### src/rtl/ram_inspector.sv
// ram_inspector: memory inspection sequencer for the 16-byte CPU RAM.
//
// While enabled, the sequencer takes over the RAM read address. For each location it
// waits SETTLE_CYCLES for read data to settle and then captures an address/data pair.
// It holds that location until an advance event, then moves on to the next address.
// Advance events are either a step rising edge (manual mode) or DWELL_CYCLES elapsing
// (auto mode). All outputs are registered.
//
// Ports:
//   clk          system clock
//   rst          synchronous active-high reset
//   enable       inspection mode request (level)
//   step         debounced advance request; only the rising edge matters
//   auto         1 = advance every DWELL_CYCLES, 0 = advance on step
//   ram_data     combinational RAM read data for addr
//   addr         RAM read address
//   addr_valid   addr overrides the MAR address into RAM
//   busy         high while settling or capturing
//   sample_valid one-cycle pulse when sample_addr/sample_data update
//   sample_addr  address of the last captured byte
//   sample_data  last captured byte
//   wrap         one-cycle pulse when addr advances from the last location to 0
module ram_inspector #(
  parameter int unsigned ADDR_WIDTH    = 4,
  parameter int unsigned DATA_WIDTH    = 8,
  parameter int unsigned SETTLE_CYCLES = 2,
  parameter int unsigned DWELL_CYCLES  = 27_000_000
) (
  input  logic                  clk,
  input  logic                  rst,
  input  logic                  enable,
  input  logic                  step,
  input  logic                  auto,
  input  logic [DATA_WIDTH-1:0] ram_data,
  output logic [ADDR_WIDTH-1:0] addr,
  output logic                  addr_valid,
  output logic                  busy,
  output logic                  sample_valid,
  output logic [ADDR_WIDTH-1:0] sample_addr,
  output logic [DATA_WIDTH-1:0] sample_data,
  output logic                  wrap
);

  localparam int unsigned SettleW = (SETTLE_CYCLES > 1) ? $clog2(SETTLE_CYCLES) : 1;
  localparam int unsigned DwellW  = (DWELL_CYCLES > 1) ? $clog2(DWELL_CYCLES) : 1;
  localparam logic [SettleW-1:0] SettleLast = SettleW'(SETTLE_CYCLES - 1);
  localparam logic [DwellW-1:0]  DwellLast  = DwellW'(DWELL_CYCLES - 1);

  typedef enum logic [1:0] {StIdle, StSettle, StCapture, StHold} state_e;

  state_e                  state_q;
  logic [ADDR_WIDTH-1:0]   addr_q;
  logic                    addr_valid_q;
  logic                    busy_q;
  logic                    sample_valid_q;
  logic [ADDR_WIDTH-1:0]   sample_addr_q;
  logic [DATA_WIDTH-1:0]   sample_data_q;
  logic                    wrap_q;
  logic [SettleW-1:0]      settle_q;
  logic [DwellW-1:0]       dwell_q;
  logic                    step_q;

  logic step_rise;
  assign step_rise = step & ~step_q;

  always_ff @(posedge clk) begin
    if (rst) begin
      state_q        <= StIdle;
      addr_q         <= '0;
      addr_valid_q   <= 1'b0;
      busy_q         <= 1'b0;
      sample_valid_q <= 1'b0;
      sample_addr_q  <= '0;
      sample_data_q  <= '0;
      wrap_q         <= 1'b0;
      settle_q       <= '0;
      dwell_q        <= '0;
      step_q         <= 1'b0;
    end else begin
      // The edge register always tracks step, so edges seen outside HOLD are consumed.
      step_q         <= step;
      sample_valid_q <= 1'b0;
      wrap_q         <= 1'b0;

      if (!enable) begin
        // Abandon whatever is in flight; captured sample_* values are kept.
        state_q      <= StIdle;
        addr_valid_q <= 1'b0;
        busy_q       <= 1'b0;
      end else begin
        unique case (state_q)
          StIdle: begin
            addr_q       <= '0;
            settle_q     <= '0;
            addr_valid_q <= 1'b1;
            busy_q       <= 1'b1;
            state_q      <= StSettle;
          end
          StSettle: begin
            settle_q <= settle_q + SettleW'(1);
            if (settle_q == SettleLast) begin
              state_q <= StCapture;
            end
          end
          StCapture: begin
            sample_addr_q  <= addr_q;
            sample_data_q  <= ram_data;
            sample_valid_q <= 1'b1;
            dwell_q        <= '0;
            busy_q         <= 1'b0;
            state_q        <= StHold;
          end
          StHold: begin
            // Dwell only counts in auto mode; leaving auto clears it so the next
            // auto period starts from a full dwell.
            if ((auto && (dwell_q == DwellLast)) || (!auto && step_rise)) begin
              addr_q   <= addr_q + ADDR_WIDTH'(1);
              wrap_q   <= &addr_q;
              settle_q <= '0;
              dwell_q  <= '0;
              busy_q   <= 1'b1;
              state_q  <= StSettle;
            end else if (auto) begin
              dwell_q <= dwell_q + DwellW'(1);
            end else begin
              dwell_q <= '0;
            end
          end
          default: state_q <= StIdle;
        endcase
      end
    end
  end

  assign addr         = addr_q;
  assign addr_valid   = addr_valid_q;
  assign busy         = busy_q;
  assign sample_valid = sample_valid_q;
  assign sample_addr  = sample_addr_q;
  assign sample_data  = sample_data_q;
  assign wrap         = wrap_q;

endmodule

### config.mk
export PLATFORM = sky130hd
export DESIGN_NAME = ram_inspector
export DESIGN_NICKNAME = d
export VERILOG_FILES = /design/src/rtl/ram_inspector.sv
export SDC_FILE = /design/constraint.sdc
export NUM_CORES = 1
export LEC_CHECK = 0
export ABC_AREA = 0
export BUFFER_PORTS_ARGS = -buffer_cell sky130_fd_sc_hd__buf_2
export CORE_ASPECT_RATIO = 1.5
export CORE_MARGIN = 2
export CORE_UTILIZATION = 30
export DETAILED_ROUTE_END_ITERATION = 12
export HOLD_SLACK_MARGIN = 0.03
export RECOVER_POWER = 100
export SLEW_MARGIN = 20
export SYNTH_ARGS = -nofsm -noshare
export SYNTH_HDL_FRONTEND = slang
export SYNTH_SLANG_ARGS = --single-unit
### constraint.sdc
create_clock -name clk -period 2.18 [get_ports clk]
set_input_delay 0.327 -clock clk [delete_from_list [all_inputs] [get_ports clk]]
set_output_delay 0.327 -clock clk [all_outputs]
set_load 0.05 [all_outputs]
==> impl_metrics.csv, run 1 <==
group,metric,value,unit
cells_and_area,finish.net_count,324,
sta,measured_slew_at_the_worst_slew_check_pin,0.606,ns
synth,synthesized_cell_area,2210,um2
sta,final_min_period_over_clock_period,97.4,%
cells_and_area,finalCoreUtilization,37.1,%
global_routing,grt_max_degree,25,
setup_path,r2r-end,"addr[2]",
run_status,run_status,"finished, final reports clean",
cells_and_area,instances_no_fill,405,
setup_path,worstSetupPathType,"reg -> reg",
cells_and_area,antennaDiodeCount,0,
setup_path,critical_path.max_fanout,4,
floorplan,fp.coreArea,7180,um2
drt,routedWlPerCell,12.1,um
cells_and_area,layout-drive-gt1-share,12.8,%
drt,wl,4.90,mm
drt,drtIter0Drc,71,
clock_tree,cts_tree,"built",
place,placed_area,2520,um2
floorplan,dieWidth,74.1,um
min_path,hold_path_end,"sample_data[0]",
min_path,worst_hold_path_cell_count,3,
sta,fin_crit,2.12,ns
setup_path,reg2reg_slack,0.06,ns
synth,postSynthRegisterBits,49,
sta,timing.clock.skew,0.0126,ns
clock_tree,numCtsBuffers,5,
place,routabilityCongestion,0.851,
sta,finalSetupViolations,0,
sta,hold_violations,0,
pwr,leakage,0.974,nW
setup_path,critical-path-max-stage-delay,0.56,ns
setup_path,worstSetupEndpointType,"flip-flop",
pwr,max-vdd-ir-drop,0.000317,V
clock_tree,clk_pin_slew_worst_paths,0.10,ns
setup_path,worst_path_max_delay_cell,"sky130_fd_sc_hd__or4bb_4",
synth,yosysWarningCount,0,
setup_path,cp.required,2.41,ns
setup_path,worst-r2r-cell-count,6,
setup_path,timing.critical_path.from_type,"flip-flop",
clock_tree,cts-root-buf,"sky130_fd_sc_hd__clkbuf_8",
floorplan,chipHeight,109,um
flow_run,maxCapViolCount,0,
setup_path,r2r_start,"dwell_q[23]",
pwr,powerDensity,671,nW/um2
global_routing,global_route.usage.total,12.8,%
place,post-place-cells,394,
drt,detail-route-antenna-nets,0,
clock_tree,hold_buffers,0,
synth,synth_seq_area_share,44.4,%
clock_tree,tritoncts_num_sinks,49,
floorplan,die_area,8090,um2
sta,finalSetupTns,0,ns
synth,post-synth-top-area-cell,"sky130_fd_sc_hd__dfxtp_1",
sta,max_slew_headroom,59.6,%
synth,synthDominantCellAreaShare,44.4,%
global_routing,grt_antenna_before_repair,0,
global_routing,grt-ovfl-total,0,
min_path,worst_hold_path_type,"in -> reg",
place,place.detailed.hpwl,3.56,mm
synth,syn_inst,261,
clock_tree,clock_latency,0.31,ns
drt,dr_total_vias,1916,
synth,post_synth_main_area_contributors,"sky130_fd_sc_hd__dfxtp_1, sky130_fd_sc_hd__nand2_1, sky130_fd_sc_hd__xor2_1",
sta,timing.fmax,0.471,GHz
clock_tree,clk_path_buf_depth,2,
floorplan,placementRows,38,
drt,drt-vias-per-instance,4.73,
cells_and_area,area.growth.synth_to_final,20.3,%
setup_path,cp_data_arrival_time,2.36,ns
setup_path,critical_path.cell_chain,"or4bb_4 > nor4_4 > a21boi_2 > buf_4 > or4_1 > a31oi_1",
drt,first_pass_iters,4,
synth,synth.avg_cell_area,8.47,um2
synth,synth_fp_nets,281,
clock_tree,clock_tree.htree_level_count,2,
setup_path,path_buf_inv,1,
setup_path,crit_family,"simple AND/OR/NAND/NOR gates",
global_routing,global_route_wire_length_before_repair,8.14,mm
drt,drc,0,
place,port-buffer-count,32,
floorplan,design.portCount,33,
cells_and_area,fin_area,2660,um2
synth,synth.lib_cells_used.distinct,40,
min_path,holdCritStartpoint,"ram_data[0]",
global_routing,first_global_vias,1858,
floorplan,start_util,30.8,%
sta,report.final.slew_viol_count,0,
==> cell usage in the layout (no fill, tap or decap), types with 2 or more instances in the layout <==
cell type,instances
sky130_fd_sc_hd__ha_1,7
sky130_fd_sc_hd__dfxtp_1,49
sky130_fd_sc_hd__a21oi_1,18
sky130_fd_sc_hd__inv_1,7
sky130_fd_sc_hd__nand4_1,11
sky130_fd_sc_hd__nand2_1,49
sky130_fd_sc_hd__nor4_4,2
sky130_fd_sc_hd__o21ai_0,2
sky130_fd_sc_hd__clkbuf_8,5
sky130_fd_sc_hd__clkbuf_1,20
sky130_fd_sc_hd__or4_1,3
sky130_fd_sc_hd__bufinv_16,2
sky130_fd_sc_hd__o211ai_1,3
sky130_fd_sc_hd__nor2b_1,2
sky130_fd_sc_hd__nand3b_1,2
sky130_fd_sc_hd__nor3_1,3
sky130_fd_sc_hd__nand3_1,10
sky130_fd_sc_hd__o21ai_1,2
sky130_fd_sc_hd__xnor2_1,5
sky130_fd_sc_hd__xor2_1,16
sky130_fd_sc_hd__a31oi_1,4
sky130_fd_sc_hd__buf_2,12
sky130_fd_sc_hd__nor2_1,33
sky130_fd_sc_hd__and3_1,6
sky130_fd_sc_hd__nand4b_1,3
sky130_fd_sc_hd__buf_4,12
==> synth_stat cells <==
master,number
sky130_fd_sc_hd__dfxtp_1,49
sky130_fd_sc_hd__nand2_1,49
sky130_fd_sc_hd__nor2_1,33
sky130_fd_sc_hd__a21oi_1,18
sky130_fd_sc_hd__xor2_1,16
sky130_fd_sc_hd__nand4_1,11
sky130_fd_sc_hd__nand3_1,10
sky130_fd_sc_hd__ha_1,7
sky130_fd_sc_hd__inv_1,7
sky130_fd_sc_hd__and3_1,6
sky130_fd_sc_hd__xnor2_1,5
sky130_fd_sc_hd__a31oi_1,4
sky130_fd_sc_hd__clkbuf_1,4
sky130_fd_sc_hd__nand4b_1,3
sky130_fd_sc_hd__nor3_1,3
sky130_fd_sc_hd__o211ai_1,3
sky130_fd_sc_hd__or4_1,3
sky130_fd_sc_hd__and2_1,2
sky130_fd_sc_hd__buf_2,2
sky130_fd_sc_hd__buf_6,2
sky130_fd_sc_hd__nand3b_1,2
sky130_fd_sc_hd__nor2b_1,2
sky130_fd_sc_hd__o21ai_0,2
sky130_fd_sc_hd__o21ai_1,2
sky130_fd_sc_hd__a21boi_2,1
sky130_fd_sc_hd__and4_2,1
sky130_fd_sc_hd__mux2i_1,1
sky130_fd_sc_hd__nand2b_1,1
sky130_fd_sc_hd__nor4_1,1
sky130_fd_sc_hd__nor4_2,1
sky130_fd_sc_hd__nor4_4,1
sky130_fd_sc_hd__o21a_1,1
sky130_fd_sc_hd__o2bb2ai_1,1
sky130_fd_sc_hd__o311ai_0,1
sky130_fd_sc_hd__o31ai_1,1
sky130_fd_sc_hd__o41ai_1,1
sky130_fd_sc_hd__or3_1,1
sky130_fd_sc_hd__or3b_2,1
sky130_fd_sc_hd__or4b_4,1
sky130_fd_sc_hd__or4bb_1,1
==> power by group <==
part           internal, mW  total, mW  switching (mW)
Sequential            0.904      0.911         0.00672
Combinational        0.0353      0.110          0.0750
Clock                 0.456      0.763           0.307
==> routing by layer <==
metal | wire length, um | global-route usage, % | vias up
met1 | 2020 | 13.4 | 887
met4 | 53 | 5.19 | 0
met3 | 212 | 3.33 | 4
li1 | - | - | 981
met2 | 2610 | 23.6 | 44
met5 | 0 | 0 | -
==> worst register-to-register path, cell delays in order (launching register included) <==
cell	delay (ns)
sky130_fd_sc_hd__dfxtp_1	0.37
sky130_fd_sc_hd__or4bb_4	0.56
sky130_fd_sc_hd__nor4_4	0.29
sky130_fd_sc_hd__a21boi_2	0.13
sky130_fd_sc_hd__buf_4	0.16
sky130_fd_sc_hd__or4_1	0.39
sky130_fd_sc_hd__a31oi_1	0.16
==> repair_timing <==
item | CTS | global route
hold endpoints to repair | 0 | 0
buffers inserted | 0 | 3
endpoints found under the setup margin | 0 | 2
resized for setup | 0 | 3
==> cells by family (layout without fill, tap and decap cells) <==
| family | after synthesis | count (layout) | synth area share (%) |
|---|---|---|---|
| AO/OA/AOI/OAI | 35 | 35 | 9.51 |
| multiplexers | 1 | 1 | 0.453 |
| adder cells (fa/ha/maj) | 7 | 7 | 3.96 |
| XOR/XNOR | 21 | 21 | 8.32 |
| buffers and inverters | 15 | 59 | 3.34 |
| flip-flops | 49 | 49 | 44.4 |
| AND/OR/NAND/NOR | 133 | 133 | 30.1 |
==> sequential cells by signal, indices dropped and copies added, names as in the netlist, 2 cells and up <==
name	cells
sample_addr	4
sample_data	8
addr	4
state_q	2
dwell_q	25
==> layout make-up <==
class | instances | area (um2)
fill | 754 | 4520
multi-input combinational | 197 | 1170
sequential | 49 | 981
timing repair buffer | 44 | 225
tap | 100 | 125
clock buffer | 5 | 68.8
clock inverter | 3 | 65.1
inverter | 7 | 26.3
==> stage by stage <==
step / worst slack [ns] / power (mW) / hold WS [ns]
after global placement: 0.113 / 1.04 / 0.439
after CTS: 0.0686 / 1.81 / 0.237
final: 0.0564 / 1.78 / 0.245
after floorplan: 0.186 / 1.00 / 0.455
after global routing: -0.0153 / 1.86 / 0.234
after detailed placement: 0.0919 / 1.04 / 0.443
==> worst max path at each step <==
stage / from / end / slack [ns] / depth (start not counted)
floorplan: dwell_q[6] / addr[3] / 0.19 / 5
global placement: dwell_q[6] / addr[3] / 0.11 / 5
detailed placement: dwell_q[6] / addr[3] / 0.09 / 5
CTS: dwell_q[6] / addr[3] / 0.07 / 5
global route: dwell_q[23] / dwell_q[2] / -0.02 / 7
finish: dwell_q[23] / addr[2] / 0.06 / 6
Note: power is estimated with default switching activity, not from simulation.
==> run 2, diff against run 1 <==
==> constraint.sdc (replaced) <==
create_clock -name clk -period 2.7 [get_ports clk]
set_input_delay 0.405 -clock clk [delete_from_list [all_inputs] [get_ports clk]]
set_output_delay 0.405 -clock clk [all_outputs]
set_load 0.05 [all_outputs]
==> run 2 against run 1 <==
Clock power down 17%. Non-clock buffer count decreased by 9. Total power is 19% lower. Routed wire length is 3.8% lower. Final cell count decreased by 2.2%.
==> impl_metrics.csv, run 2 (synthesis results as in run 1) <==
group,metric,value,unit
setup_path,r2r-end,"addr[3]",
drt,first_pass_iters,4,
sta,timing.fmax,0.432,GHz
cells_and_area,multi_input_combinational_cell_area,1150,um2
min_path,hold_path_end,"step_q",
place,dp_worst_setup_slack,0.555,ns
setup_path,critical_path.max_fanout,7,
clock_tree,post_cts_resize_count,0,
clock_tree,cts_tree,"built",
setup_path,cp_data_arrival_time,2.54,ns
pwr,leakage,0.905,nW
drt,drt-vias-per-instance,4.73,
cells_and_area,area.growth.synth_to_final,16.5,%
clock_tree,clk_pin_slew_worst_paths,0.09,ns
clock_tree,clock_latency,0.31,ns
floorplan,start_util,30.8,%
global_routing,global_route_wire_length_before_repair,7.78,mm
global_routing,grt_max_degree,25,
sta,timing.clock.skew,0.00683,ns
floorplan,fp.coreArea,7180,um2
global_routing,grt-ovfl-total,0,
pwr,total_switching_power,321,uW
sta,fin_crit,2.32,ns
sta,max_slew_headroom,27.9,%
cells_and_area,area.sequential,981,um2
pwr,seq_power_share,50.8,%
floorplan,chipHeight,109,um
sta,setup_slack,0.385,ns
place,routabilityCongestion,0.812,
sta,unrepaired_setup_endpoints_after_global_routing,"no",
clock_tree,cts_setup_buffers,0,
sta,hold_violations,0,
global_routing,routing_layer_with_the_top_usage_in_global_route,"met2",
sta,whs,0.321,ns
sta,finalSetupViolations,0,
min_path,worst_hold_path_cell_count,2,
flow_run,maxCapViolCount,0,
pwr,power.clock.fraction,43.5,%
global_routing,first_global_vias,1740,
global_routing,global_route.usage.total,12.2,%
setup_path,worstSetupEndpointType,"flip-flop",
clock_tree,clock_tree.htree_level_count,2,
min_path,worst_hold_path_type,"in -> reg",
global_routing,groute.layer.met1.usage,12.8,%
clock_tree,numCtsBuffers,5,
cells_and_area,antennaDiodeCount,0,
pwr,powerDensity,562,nW/um2
sta,measured_slew_at_the_worst_slew_check_pin,1.08,ns
pwr,max-vdd-ir-drop,0.000265,V
sta,report.final.slew_viol_count,0,
sta,finalSetupTns,0,ns
clock_tree,cts-root-buf,"sky130_fd_sc_hd__clkbuf_8",
sta,final_min_period_over_clock_period,85.8,%
cells_and_area,fillerInstances,773,
drt,drtIter0Drc,100,
floorplan,die_area,8090,um2
pwr,internal_power,1.13,mW
drt,detail-route-antenna-nets,0,
cells_and_area,layout-drive-gt1-share,9.12,%
pwr,power_frac_comb,5.7,%
drt,drc,0,
setup_path,timing.critical_path.from_type,"flip-flop",
drt,wl,4.71,mm
setup_path,r2r_start,"dwell_q[6]",
drt,routedWlPerCell,11.9,um
floorplan,design.portCount,33,
setup_path,cp.required,2.92,ns
clock_tree,tritoncts_num_sinks,49,
clock_tree,clk_path_buf_depth,2,
cells_and_area,register_bank_with_the_most_flops,"dwell_q",
min_path,holdCritStartpoint,"step",
cells_and_area,mostFrequentLayoutCells,"sky130_fd_sc_hd__nand2_1, sky130_fd_sc_hd__dfxtp_1, sky130_fd_sc_hd__nor2_1",
place,place.detailed.hpwl,3.45,mm
place,port-buffer-count,32,
global_routing,met2_usage,22.7,%
cells_and_area,finish.net_count,315,
drt,dr_total_vias,1874,
setup_path,reg2reg_slack,0.38,ns
global_routing,grt_util_met3,3.14,%
setup_path,worstSetupPathType,"reg -> reg",
floorplan,placementRows,38,
global_routing,grt_antenna_before_repair,0,
floorplan,dieWidth,74.1,um
run_status,run_status,"finished, final reports clean",
clock_tree,hold_buffers,0,
cells_and_area,largest_register_ffs,25,
setup_path,worst-r2r-cell-count,5,
pwr,swShare,22.2,%
run 2: cell count changes in the layout (fill, tap and decap cells not counted), sizes merged:
| cell | delta |
|---|---|
| clkbuf | +2 |
| clkinv | -1 |
| buf | -11 |
| inv | +1 |
run 2: worst max-delay path by stage:
stage | from | end | slack, ns | cells after the start
2_1_floorplan | dwell_q[6] | addr[3] | 0.71 | 5
3_3_place_gp | dwell_q[6] | addr[3] | 0.63 | 5
3_5_place_dp | dwell_q[6] | addr[3] | 0.56 | 5
4_1_cts | dwell_q[6] | addr[3] | 0.55 | 5
5_1_grt | dwell_q[12] | addr[3] | 0.26 | 5
6_report | dwell_q[6] | addr[3] | 0.38 | 5
run 2: routing by layer:
metal | vias up | wire length [um]
li1 | 962 | -
met1 | 876 | 2010
met2 | 30 | 2470
met3 | 6 | 169
met4 | 0 | 67
met5 | - | 0
run 2: power groups by stage:
stage               sequential [mW]  clock, mW  combinational [mW]
global route                  0.737      0.676              0.0924
detailed placement            0.752          0              0.0857
finish                        0.735      0.630              0.0826
floorplan                     0.766          0              0.0441
global placement              0.752          0              0.0848
CTS                           0.735      0.649              0.0859
run 2: critical path: stages (launching register included):
cell and delay, ns:
sky130_fd_sc_hd__dfxtp_1 0.36, sky130_fd_sc_hd__or4b_4 0.56, sky130_fd_sc_hd__nor4_4 0.30, sky130_fd_sc_hd__a21boi_0 0.29, sky130_fd_sc_hd__or4_1 0.54, sky130_fd_sc_hd__a31oi_1 0.19
run 2: metrics by stage:
stage / cells / cell area, um2 / util (%) / power [mW]
6_report: 396 / 2580 / 35.9 / 1.45
5_1_grt: 396 / 2580 / 35.9 / 1.51
4_1_cts: 396 / 2610 / 36.3 / 1.47
3_5_place_dp: 388 / 2470 / 34.4 / 0.838
3_3_place_gp: 388 / 2470 / 34.4 / 0.837
2_1_floorplan: 261 / 2210 / - / 0.810
run 2: final cells by class:
class | instances | area share [%]
clock buffer | 5 | 2.67
tap | 100 | 4.86
clock inverter | 3 | 2.67
multi-input combinational | 197 | 44.7
timing repair buffer | 35 | 5.97
sequential | 49 | 38.1
inverter | 7 | 1.02
==> run 3, diff against run 2 <==
--- a/config.mk
+++ b/config.mk
@@ -12,8 +12,7 @@
 export CORE_UTILIZATION = 30
 export DETAILED_ROUTE_END_ITERATION = 12
 export HOLD_SLACK_MARGIN = 0.03
-export RECOVER_POWER = 100
-export SLEW_MARGIN = 20
+export RECOVER_POWER = 50
 export SYNTH_ARGS = -nofsm -noshare
 export SYNTH_HDL_FRONTEND = slang
 export SYNTH_SLANG_ARGS = --single-unit
==> run 3 against run 2 <==
Clock skew barely moved. First-iteration DRC count fell by 1.0%. Routed wire length fell by 0.45%. Critical path depth unchanged. Combinational power rose by 1%. Flip-flop and latch count did not move. Fmax is 7.1% higher. Global-route usage did not move. Utilization grew 0.087 points. Cell area is 0.24% higher. Critical path type unchanged. Highest routed layer unchanged.
==> impl_metrics.csv, run 3 (synthesis results as in run 1) <==
group,metric,value,unit
place,port-buffer-count,32,
pwr,leakage,0.907,nW
cells_and_area,antennaDiodeCount,0,
clock_tree,cts_tree,"built",
global_routing,global_route.usage.total,12.2,%
global_routing,grt_antenna_before_repair,0,
setup_path,critical-path-max-stage-delay,0.56,ns
cells_and_area,register_bank_with_the_most_flops,"dwell_q",
floorplan,die_area,8090,um2
sta,report.final.slew_viol_count,0,
drt,dr_total_vias,1871,
floorplan,placementRows,38,
floorplan,design.portCount,33,
sta,timing.fmax,0.463,GHz
place,place.detailed.hpwl,3.45,mm
clock_tree,cts-root-buf,"sky130_fd_sc_hd__clkbuf_8",
clock_tree,clock_latency,0.31,ns
clock_tree,clock_tree.htree_level_count,2,
clock_tree,post_cts_resize_count,0,
clock_tree,tritoncts_num_sinks,49,
sta,finalSetupViolations,0,
drt,routedWlPerCell,11.8,um
run_status,run_status,"finished, final reports clean",
global_routing,grt-ovfl-total,0,
sta,hold_violations,0,
drt,first_pass_iters,4,
clock_tree,numCtsBuffers,5,
clock_tree,clk_path_buf_depth,2,
floorplan,dieWidth,74.1,um
place,routabilityCongestion,0.812,
min_path,worst_hold_path_type,"in -> reg",
setup_path,worstSetupPathType,"reg -> reg",
floorplan,start_util,30.8,%
drt,wl,4.69,mm
global_routing,global_route_wire_length_before_repair,7.78,mm
setup_path,cp.required,2.92,ns
sta,timing.clock.skew,0.00654,ns
pwr,powerDensity,561,nW/um2
drt,detail-route-antenna-nets,0,
sta,fin_crit,2.16,ns
setup_path,critical_path.max_fanout,7,
sta,measured_slew_at_the_worst_slew_check_pin,1.08,ns
clock_tree,hold_buffers,0,
cells_and_area,mostFrequentLayoutCells,"sky130_fd_sc_hd__nand2_1, sky130_fd_sc_hd__dfxtp_1, sky130_fd_sc_hd__nor2_1",
sta,finalSetupTns,0,ns
cells_and_area,layout-drive-gt1-share,9.46,%
setup_path,critical_path.cell_chain,"or4b_4 > nor4_4 > a21boi_2 > or4_1 > a31oi_1",
global_routing,first_global_vias,1740,
cells_and_area,largest_register_ffs,25,
cells_and_area,area.growth.synth_to_final,16.8,%
cells_and_area,multi_input_combinational_cell_area,1160,um2
pwr,max-vdd-ir-drop,0.000265,V
drt,drc,0,
floorplan,fp.coreArea,7180,um2
clock_tree,clk_pin_slew_worst_paths,0.09,ns
setup_path,cp_data_arrival_time,2.39,ns
global_routing,grt_max_degree,25,
setup_path,timing.critical_path.from_type,"flip-flop",
setup_path,worstSetupEndpointType,"flip-flop",
sta,whs,0.319,ns
floorplan,chipHeight,109,um
sta,unrepaired_setup_endpoints_after_global_routing,"no",
sta,max_slew_headroom,27.8,%
cells_and_area,area.sequential,981,um2
setup_path,worst_path_max_delay_cell,"sky130_fd_sc_hd__or4b_4",
cells_and_area,finish.net_count,315,
sta,final_min_period_over_clock_period,80.1,%
clock_tree,cts_setup_buffers,0,
drt,drtIter0Drc,99,
cells_and_area,fillerInstances,770,
flow_run,maxCapViolCount,0,
drt,drt-vias-per-instance,4.72,
pwr,fin_total_pwr,1.45,mW
-- run 3: changes by cell type in the layout (fill, tap and decap cells not counted), sizes merged --
cell,delta
buf,+1
clkbuf,-1
-- run 3: cell type report --
class / instances / share of cell area [%]
multi-input cells: 197 / 44.8
flip-flops and latches: 49 / 38.0
repair buffers: 35 / 6.06
well taps: 100 / 4.84
clock buffers: 5 / 2.66
clock inverters: 3 / 2.66
inverters: 7 / 1.02
-- run 3: path summary, 6_finish.rpt --
path	depth (start not counted)	startpoint	slack, ns	end
max	5	dwell_q[6]	0.54	addr[3]
min	2	step	0.32	step_q
max reg2reg	5	dwell_q[6]	0.54	addr[3]
min reg2reg	2	sample_addr[1]	0.46	sample_addr[1]
-- run 3: where the power goes --
part / total [mW] / internal, mW / switching [mW]
sequential: 0.735 / 0.730 / 0.00510
clock: 0.630 / 0.373 / 0.257
combinational: 0.0835 / 0.0245 / 0.0590
-- run 3: layer usage --
layer / vias to the layer above / routed length (um) / track usage [%]
met2: 32 / 2510 / 22.7
li1: 964 / - / -
met4: 0 / 38 / 4.68
met3: 3 / 170 / 3.14
met5: - / 0 / 0
met1: 872 / 1980 / 12.8
-- run 3: worst max-delay path, delay by kind of cell, from the launching register on --
family | cells | cell delay (ns)
AOI/OAI and AO/OA | 2 | 0.35
DFF | 1 | 0.36
and+or+nand+nor | 3 | 1.38
-- run 3: metrics by stage --
| step | util, % | area [um2] | setup slack [ns] | std cells |
|---|---|---|---|---|
| 2_1_floorplan | - | 2210 | 0.706 | 261 |
| 3_3_place_gp | 34.4 | 2470 | 0.633 | 388 |
| 3_5_place_dp | 34.4 | 2470 | 0.555 | 388 |
| 4_1_cts | 36.3 | 2610 | 0.545 | 396 |
| 5_1_grt | 36.0 | 2580 | 0.403 | 396 |
| 6_report | 36.0 | 2580 | 0.538 | 396 |
